[config.mk]
export PLATFORM = sky130hd
export DESIGN_NAME = muldiv_unit
export DESIGN_NICKNAME = d
export VERILOG_FILES = /design/src/rtl/muldiv_unit.sv
export SDC_FILE = /design/constraint.sdc
export NUM_CORES = 1
export LEC_CHECK = 0
export CORE_MARGIN = 1
export CORE_UTILIZATION = 25
export CTS_BUF_LIST = sky130_fd_sc_hd__clkbuf_16
export DETAILED_ROUTE_END_ITERATION = 10
export GPL_TIMING_DRIVEN = 0
export SLEW_MARGIN = 20
export SYNTH_ARGS = -nofsm -noshare
export SYNTH_HDL_FRONTEND = slang
export SYNTH_SLANG_ARGS = --single-unit
[constraint.sdc]
create_clock -name clock -period 4.6 [get_ports clock]
set_input_delay 0.46 -clock clock [delete_from_list [all_inputs] [get_ports clock]]
set_output_delay 0.46 -clock clock [all_outputs]
set_load 0.1 [all_outputs]
[src/rtl/muldiv_unit.sv]
// Iterative RV32M multiply/divide unit.
// Operands are converted to magnitudes at accept. The unit then runs an unsigned
// shift-add multiply or a restoring divide, retiring BITS_PER_CYCLE bits per cycle.
// The sign is fixed up in one extra cycle.
// Divide-by-zero and signed overflow bypass the iteration and go straight to DONE.
// BITS_PER_CYCLE must be 1, 2 or 4 and must divide XLEN.
module muldiv_unit #(
  parameter int XLEN           = 32,
  parameter int BITS_PER_CYCLE = 1,
  parameter int TAG_W          = 5
) (
  input  logic             clock,
  input  logic             reset,
  input  logic             flush,
  input  logic             in_valid,
  output logic             in_ready,
  input  logic [2:0]       in_funct3,
  input  logic [XLEN-1:0]  in_rs1,
  input  logic [XLEN-1:0]  in_rs2,
  input  logic [TAG_W-1:0] in_tag,
  output logic             out_valid,
  input  logic             out_ready,
  output logic [XLEN-1:0]  out_result,
  output logic [TAG_W-1:0] out_tag,
  output logic             busy
);

  localparam int ITER  = XLEN / BITS_PER_CYCLE;
  localparam int CNT_W = (ITER > 1) ? $clog2(ITER) : 1;
  localparam logic [CNT_W-1:0] CNT_LAST = CNT_W'(ITER - 1);
  localparam logic [XLEN-1:0]  INT_MIN  = {1'b1, {(XLEN-1){1'b0}}};

  typedef enum logic [1:0] {S_IDLE, S_RUN, S_FIX, S_DONE} state_t;

  state_t             state_q, state_d;
  logic [CNT_W-1:0]   cnt_q, cnt_d;
  logic               out_valid_q, out_valid_d;
  logic [2:0]         funct3_q, funct3_d;
  logic [TAG_W-1:0]   tag_q, tag_d;
  logic               sa_q, sa_d;          // rs1 treated as signed and negative
  logic               sb_q, sb_d;          // rs2 treated as signed and negative
  logic [XLEN-1:0]    op_q, op_d;          // multiplicand (mul) or divisor (div) magnitude
  logic [2*XLEN-1:0]  acc_q, acc_d;        // {product hi, multiplier/product lo} or {remainder, quotient}
  logic [XLEN-1:0]    res_q, res_d;

  // One multiply step.
  // The low half of acc holds the remaining multiplier bits. The high half
  // accumulates the product, and the whole register shifts right by one.
  function automatic logic [2*XLEN-1:0] mul_step(input logic [2*XLEN-1:0] acc,
                                                 input logic [XLEN-1:0]   m);
    logic [XLEN:0] sum;
    sum = {1'b0, acc[2*XLEN-1:XLEN]} + (acc[0] ? {1'b0, m} : {(XLEN+1){1'b0}});
    return {sum, acc[XLEN-1:1]};
  endfunction

  // One restoring-divide step.
  // Shift the next dividend bit into the partial remainder. Subtract the
  // divisor only when it fits, and record that decision as the quotient bit.
  function automatic logic [2*XLEN-1:0] div_step(input logic [2*XLEN-1:0] acc,
                                                 input logic [XLEN-1:0]   d);
    logic [XLEN:0]   sh;
    logic            ge;
    logic [XLEN-1:0] rem_n;
    sh    = {acc[2*XLEN-1:XLEN], acc[XLEN-1]};
    ge    = (sh >= {1'b0, d});
    rem_n = ge ? (sh[XLEN-1:0] - d) : sh[XLEN-1:0];
    return {rem_n, acc[XLEN-2:0], ge};
  endfunction

  // Accept-time decode
  logic            accept;
  logic            a_neg, b_neg;
  logic [XLEN-1:0] a_mag, b_mag;
  logic            div_zero, div_ovf, fast;
  logic [XLEN-1:0] fast_res;

  assign accept   = (state_q == S_IDLE) && in_valid && !flush;
  assign a_neg    = in_rs1[XLEN-1] && ((in_funct3 == 3'd1) || (in_funct3 == 3'd2) ||
                                       (in_funct3 == 3'd4) || (in_funct3 == 3'd6));
  assign b_neg    = in_rs2[XLEN-1] && ((in_funct3 == 3'd1) || (in_funct3 == 3'd4) ||
                                       (in_funct3 == 3'd6));
  assign a_mag    = a_neg ? -in_rs1 : in_rs1;
  assign b_mag    = b_neg ? -in_rs2 : in_rs2;
  assign div_zero = (in_rs2 == '0);
  assign div_ovf  = !in_funct3[0] && (in_rs1 == INT_MIN) && (in_rs2 == '1);
  assign fast     = in_funct3[2] && (div_zero || div_ovf);
  assign fast_res = div_zero ? (in_funct3[1] ? in_rs1 : '1)
                             : (in_funct3[1] ? '0 : in_rs1);

  // Unrolled chain of BITS_PER_CYCLE single-bit steps per RUN cycle
  logic [2*XLEN-1:0] mul_chain [BITS_PER_CYCLE+1];
  logic [2*XLEN-1:0] div_chain [BITS_PER_CYCLE+1];

  assign mul_chain[0] = acc_q;
  assign div_chain[0] = acc_q;

  genvar gi;
  generate
    for (gi = 0; gi < BITS_PER_CYCLE; gi++) begin : g_step
      assign mul_chain[gi+1] = mul_step(mul_chain[gi], op_q);
      assign div_chain[gi+1] = div_step(div_chain[gi], op_q);
    end
  endgenerate

  // Sign fix-up applied in FIX
  logic [2*XLEN-1:0] prod_fix;
  logic [XLEN-1:0]   quot, rem, fix_res;

  assign prod_fix = (sa_q ^ sb_q) ? -acc_q : acc_q;
  assign quot     = acc_q[XLEN-1:0];
  assign rem      = acc_q[2*XLEN-1:XLEN];

  // Select the architectural result after sign correction
  always_comb begin
    fix_res = '0;
    if (!funct3_q[2]) begin
      fix_res = (funct3_q[1:0] == 2'd0) ? prod_fix[XLEN-1:0] : prod_fix[2*XLEN-1:XLEN];
    end else if (funct3_q[1]) begin
      fix_res = sa_q ? -rem : rem;
    end else begin
      fix_res = (sa_q ^ sb_q) ? -quot : quot;
    end
  end

  // Next-state logic: flush wins over everything, and out_ready only matters in DONE
  always_comb begin
    state_d = state_q;
    cnt_d   = cnt_q;
    case (state_q)
      S_IDLE: begin
        if (accept) begin
          state_d = fast ? S_DONE : S_RUN;
          cnt_d   = '0;
        end
      end
      S_RUN: begin
        if (flush) begin
          state_d = S_IDLE;
        end else begin
          cnt_d = cnt_q + CNT_W'(1);
          if (cnt_q == CNT_LAST) state_d = S_FIX;
        end
      end
      S_FIX:   state_d = flush ? S_IDLE : S_DONE;
      S_DONE:  if (flush || out_ready) state_d = S_IDLE;
      default: state_d = S_IDLE;
    endcase
    out_valid_d = (state_d == S_DONE);
  end

  // Datapath next-state: capture at accept, iterate in RUN, finalise in FIX
  always_comb begin
    funct3_d = funct3_q;
    tag_d    = tag_q;
    sa_d     = sa_q;
    sb_d     = sb_q;
    op_d     = op_q;
    acc_d    = acc_q;
    res_d    = res_q;
    if (accept) begin
      funct3_d = in_funct3;
      tag_d    = in_tag;
      sa_d     = a_neg;
      sb_d     = b_neg;
      if (in_funct3[2]) begin
        op_d  = b_mag;
        acc_d = {{XLEN{1'b0}}, a_mag};
      end else begin
        op_d  = a_mag;
        acc_d = {{XLEN{1'b0}}, b_mag};
      end
      if (fast) res_d = fast_res;
    end
    if (state_q == S_RUN) acc_d = funct3_q[2] ? div_chain[BITS_PER_CYCLE] : mul_chain[BITS_PER_CYCLE];
    if (state_q == S_FIX) res_d = fix_res;
  end

  // Control registers
  always_ff @(posedge clock or negedge reset) begin
    if (!reset) begin
      state_q     <= S_IDLE;
      cnt_q       <= '0;
      out_valid_q <= 1'b0;
    end else begin
      state_q     <= state_d;
      cnt_q       <= cnt_d;
      out_valid_q <= out_valid_d;
    end
  end

  // Datapath registers
  always_ff @(posedge clock or negedge reset) begin
    if (!reset) begin
      funct3_q <= '0;
      tag_q    <= '0;
      sa_q     <= 1'b0;
      sb_q     <= 1'b0;
      op_q     <= '0;
      acc_q    <= '0;
      res_q    <= '0;
    end else begin
      funct3_q <= funct3_d;
      tag_q    <= tag_d;
      sa_q     <= sa_d;
      sb_q     <= sb_d;
      op_q     <= op_d;
      acc_q    <= acc_d;
      res_q    <= res_d;
    end
  end

  assign in_ready   = (state_q == S_IDLE);
  assign busy       = (state_q != S_IDLE);
  assign out_valid  = out_valid_q;
  assign out_result = res_q;
  assign out_tag    = tag_q;

endmodule
* Word-level counts from Yosys, hierarchy flattened
Cells that the tools add are included.
** Storage, ports and cells
- Bits in registers :: 146
- Bits of input ports :: 77
- Output and inout port bits :: 40
- Word-level logic and storage cells :: 90
** Cells by class
- Add/sub/neg operators :: 8
- $lt $le $gt $ge :: 1
- Eq/ne operators :: 13
- Multiplexer cells :: 31
- Bitwise gates (word level) :: 1
- Reduce and logical (&&, ||, !) cells :: 26
** Operators by type and width (number)
- 2-to-1 mux 32 bit :: 17
- 2-to-1 mux 64 bit :: 4
- negator 32 bit :: 4
- == test 32 bit (second input constant) :: 2
- negator 64 bit :: 1
- adder 32 x 32 -> 33 bit :: 1
- greater-or-equal comparator 33 x 32 -> 1 bit :: 1
- zero test 32 bit :: 1
- subtractor 32 bit :: 1
- 2-to-1 mux 2 bit :: 6
- 2-to-1 mux 5 bit :: 2
- one-hot mux 5 bit (2 select lines) :: 1
- nonzero test 2 bit :: 5
- one-hot mux 2 bit (4 select lines) :: 1
- logical AND 1 bit :: 7
- logical OR 1 bit :: 7
- == test 2 bit (second input constant) :: 3
- == test 3 bit (second input constant) :: 2
- adder 5 x 1 -> 5 bit (second input constant) :: 1
- == test 5 bit (second input constant) :: 1
- zero test 2 bit :: 2
- == test 3 x 1 -> 1 bit (second input constant) :: 1
- == test 3 x 2 -> 1 bit (second input constant) :: 1
- AND reduction 3 bit :: 1
- 6 further kinds :: 7

* Longest topological paths before layout
- Depth after elaboration :: 9
- Depth in mapped cells :: 15
- Depth with buffers taken out :: 14

* Worst setup path before layout
OpenSTA, ideal clock, no wires.
- Path type :: reg2reg
- From :: reg acc_q[0]
- To :: reg acc_q[61]
- Setup time :: 0.131 ns
- Data arrival time :: 3.038 ns
- Data required time :: 4.469 ns
- Path slack :: 1.431 ns
- Stages on the path, launching flop included :: 16
- Path buffers :: 2
- Clock period less this slack :: 3.169 ns
- Cells stage by stage :: dfrtp_1 -> inv_1 -> clkbuf_1 -> nor2_1 -> ha_1 -> clkbuf_1 -> a21oi_1 -> o21ai_0 -> a211oi_1 -> o21bai_1 -> and4_1 -> o21a_1 -> o21ai_1 -> nor2b_1 -> mux2i_1 -> or3_1
** Between the ends
- Cells in the longest elaborated chain, start to end :: 4
** RTL lines
- start: declaration :: RTL line 43 : logic [2*XLEN-1:0] acc_q, acc_d;
- start signal: assignment :: RTL line 199 : acc_q <= '0;
- start signal: assignment :: RTL line 207 : acc_q <= acc_d;
- 2-to-1 mux 32 bit :: RTL line 52 : sum = {1'b0, acc[2*XLEN-1:XLEN]} + (acc[0] ? {1'b0, m} : {(XLEN+1){1'b0}});
- adder 32 x 32 -> 33 bit :: RTL line 52
- 2-to-1 mux 64 bit (2 in series) :: RTL line 174 : if (state_q == S_RUN) acc_d = funct3_q[2] ? div_chain[BITS_PER_CYCLE] : mul_chain[BITS_PER_CYCLE];
Every way passes these cells.
A chain may end at the register's enable or synchronous reset.

* Worst setup path after layout
- From :: reg acc_q[0]
- To :: reg acc_q[62]
The elaborated chain is that of the path after synthesis.

==> out/summary.txt <==
PD cells - 581.5 nW/um^2
Clock Path Buffers - 2
Largest net degree at the start of global routing - 54
Maximum clock rate - 229.2 MHz
Starting Density - 0.2544
Leak - 7.037 nW
Worst clock skew - 0.01423 ns
Final #Nets - 2290
Fin worst setup slack - 0.2361 ns
Total GRT Usage - 0.2217
Number of endpoints failing setup at the final stage - 0
H-Tree Depth - 4
Critical path arrival - 4.69 ns
Die X - 247.8 um
Routability-driven placement congestion ratio - 0.9808
Max-Cap Viols - 0
Seq/Total Area, Yosys - 0.2419
Die area - 61390 um^2
Synth Register Bits - 146
Status - finished clean
Fill count - 6425
TritonCTS clock tree - done
Commonest non-fill, non-tap cells in the layout - 206 x nand2_1, 174 x nor2_1, 164 x a21oi_1, 164 x o21ai_0, 146 x dfrtp_1
Synthesized area per cell - 7.543 um^2
CP startpoint kind - flip-flop
Clock Tree Root - clkbuf_16
Vias in the first global route - 15641
Commonest non-fill, non-tap cell in the layout - nand2_1
Antenna violations before repair - 0
Vias - 16768
Worst Setup End Kind - flip-flop
Post-DRT Antenna Nets - 0
Synth-to-Final Area Change - 18.50%
Hold Path Class - reg2reg
Path type of the worst setup path - reg2reg
Mapped Cells - 2002
Clk_lat worst skew - 0.47 ns
Post-synthesis instance area - 15100 um^2
Post-synth EDFFs - 0
Crit path max fanout - 10
Post-DP HPWL - 53960 um
Synth warn - 0
Die Y - 247.8 um
Final min period - 4.364 ns
Global-route wire length before repair - 101000 um
Mean number of vias per cell - 5.733
Crit share post-route - 0.9487
Least-Margin Pin Slew - 1.130 ns
Post-synth cell types - 82
Async SR Flop Fraction - 1.000
Top_reg_cell synth - dfrtp_1
I/O pin count - 117
Clock Sink Count - 146
PortBufs - 115
Slew headroom - 0.2439
Total grt overflow - 0
1st-pass router iterations - 6
Max Slew Vio Count - 0
Residual DRC - 0
Max VDD drop - 367.7 uV
Final Hold Vio Count - 0
Post-Syn Nets - 2152
CORE AREA - 59350 um^2
Setup WS pre-CTS - 0.1293 ns
CP required - 4.93 ns
Final WL - 68480 um
RSZ-0062 raised after global routing - false
DR WL/cell - 23.41 um
Clock slew at reported path FFs - 0.07 ns
# rows - 89
Ant diodes - 0
Postcts setup bufs - 0
Share of post-route cells with drive strength above 1 - 0.03810
CTS buffer count - 17
Drt first-iter violations - 2233
TNS Setup - 0 ns
[final cells by class]
cell class              count  area (um^2)  share of cell area
plain buffers             149        580.6             0.03244
clock buffers              17        425.4             0.02377
inverters                  70        262.8             0.01468
multi-input cells        1637        10630              0.5938
clock inverters            14        153.9            0.008600
well taps                 773        967.2             0.05404
repair buffers            119         1226             0.06852
flip-flops and latches    146         3654              0.2042
[stage by stage]
| stage | utilization | std cells | hold WS, ns | area [um^2] | power [W] |
|---|---|---|---|---|---|
| 2_1_floorplan | - | 2002 | 0.1644 | 15100 | 0.006690 |
| 3_5_place_dp | 0.2913 | 2893 | 0.3828 | 17290 | 0.008699 |
| 6_report | 0.3015 | 2925 | 0.4722 | 17900 | 0.01041 |
| 5_1_grt | 0.3015 | 2925 | 0.5041 | 17900 | 0.01100 |
| 4_1_cts | 0.3013 | 2925 | 0.4791 | 17880 | 0.01020 |
| 3_3_place_gp | 0.2901 | 2890 | 0.4626 | 17220 | 0.008726 |
[kinds of logic after synthesis]
group / Yosys count / share of synthesized area
AND/OR/NAND/NOR: 635 / 0.2004
adder cells (fa/ha/maj): 73 / 0.06147
flip-flops: 146 / 0.2419
AO/OA/AOI/OAI: 672 / 0.2862
multiplexers: 58 / 0.03869
XOR/XNOR: 199 / 0.1154
buffers and inverters: 219 / 0.05584
[where the power goes]
| group | switching (W) | internal [W] | total [W] |
|---|---|---|---|
| Sequential | 0.000547 | 0.00161 | 0.00216 |
| Clock | 0.000660 | 0.000803 | 0.00146 |
| Combinational | 0.00437 | 0.00241 | 0.00679 |
[worst paths after layout]
kind | from | to | slack, ns | cells after the start
hold reg to reg | out_tag[4] | out_tag[4] | 0.47 | 2
setup / recovery | acc_q[0] | acc_q[62] | 0.24 | 14
hold / removal | out_tag[4] | out_tag[4] | 0.47 | 2
max in group asynchronous | reset | cnt_q[0] | 3.18 | 4
min in group asynchronous | reset | acc_q[46] | 0.49 | 2
setup reg to reg | acc_q[0] | acc_q[62] | 0.24 | 14
[synthesized netlist by cell type, types with 14 or more instances]
cell type	instances	share of area
a31oi_1	34	0.014
o21ai_0	164	0.054
nor3_1	58	0.019
o31ai_1	19	0.0094
a21oi_1	164	0.054
a21o_1	31	0.015
o211ai_1	45	0.022
ha_1	71	0.059
nor2_1	175	0.043
nand2b_1	19	0.0079
a221oi_1	14	0.0081
mux2i_1	55	0.036
xor2_1	94	0.055
nor4_1	22	0.0091
a22oi_1	16	0.0080
o22ai_1	23	0.0095
or3_1	20	0.0083
dfrtp_1	146	0.24
nand3_1	34	0.011
a211oi_1	51	0.025
clkbuf_1	125	0.031
o221ai_1	18	0.010
nand4_1	18	0.0075
xnor2_1	105	0.061
inv_1	69	0.017
nand2_1	206	0.051
[registers in the layout (all words and copies together), names as in the netlist]
register,count
acc_q,64
op_q,32
out_result,32
cnt_q,5
out_tag,5
funct3_q,3
state_q,2
out_valid,1
sa_q,1
sb_q,1
[repair_timing]
item                       in CTS  in global routing
hold buffers                    1                  0
hold endpoints to repair       44                  0
setup endpoints to repair       0                  2
resized for setup               0                  1
[metal layers]
| metal | wire (um) | track usage | vias up | share of wire |
|---|---|---|---|---|
| met1 | 29130 | 0.3052 | 7993 | 0.43 |
| met4 | 4061 | 0.1296 | 0 | 0.059 |
| met3 | 7016 | 0.04909 | 194 | 0.10 |
| li1 | - | - | 7588 | - |
| met5 | 0 | 0 | - | 0 |
| met2 | 28270 | 0.3141 | 993 | 0.41 |
[critical path, stage by stage, from the launching register on]
cell	delay (ns)
dfrtp_1	0.55
inv_1	0.21
clkbuf_1	0.47
nor2_1	0.11
ha_1	0.36
a21oi_1	0.17
o21ai_0	0.21
o211ai_1	0.51
a21oi_1	0.19
o22ai_1	0.37
o21ai_0	0.23
o31a_1	0.35
a31oi_1	0.23
xor2_1	0.17
a2bb2oi_1	0.08
Note: power is estimated with default switching activity, not from simulation.
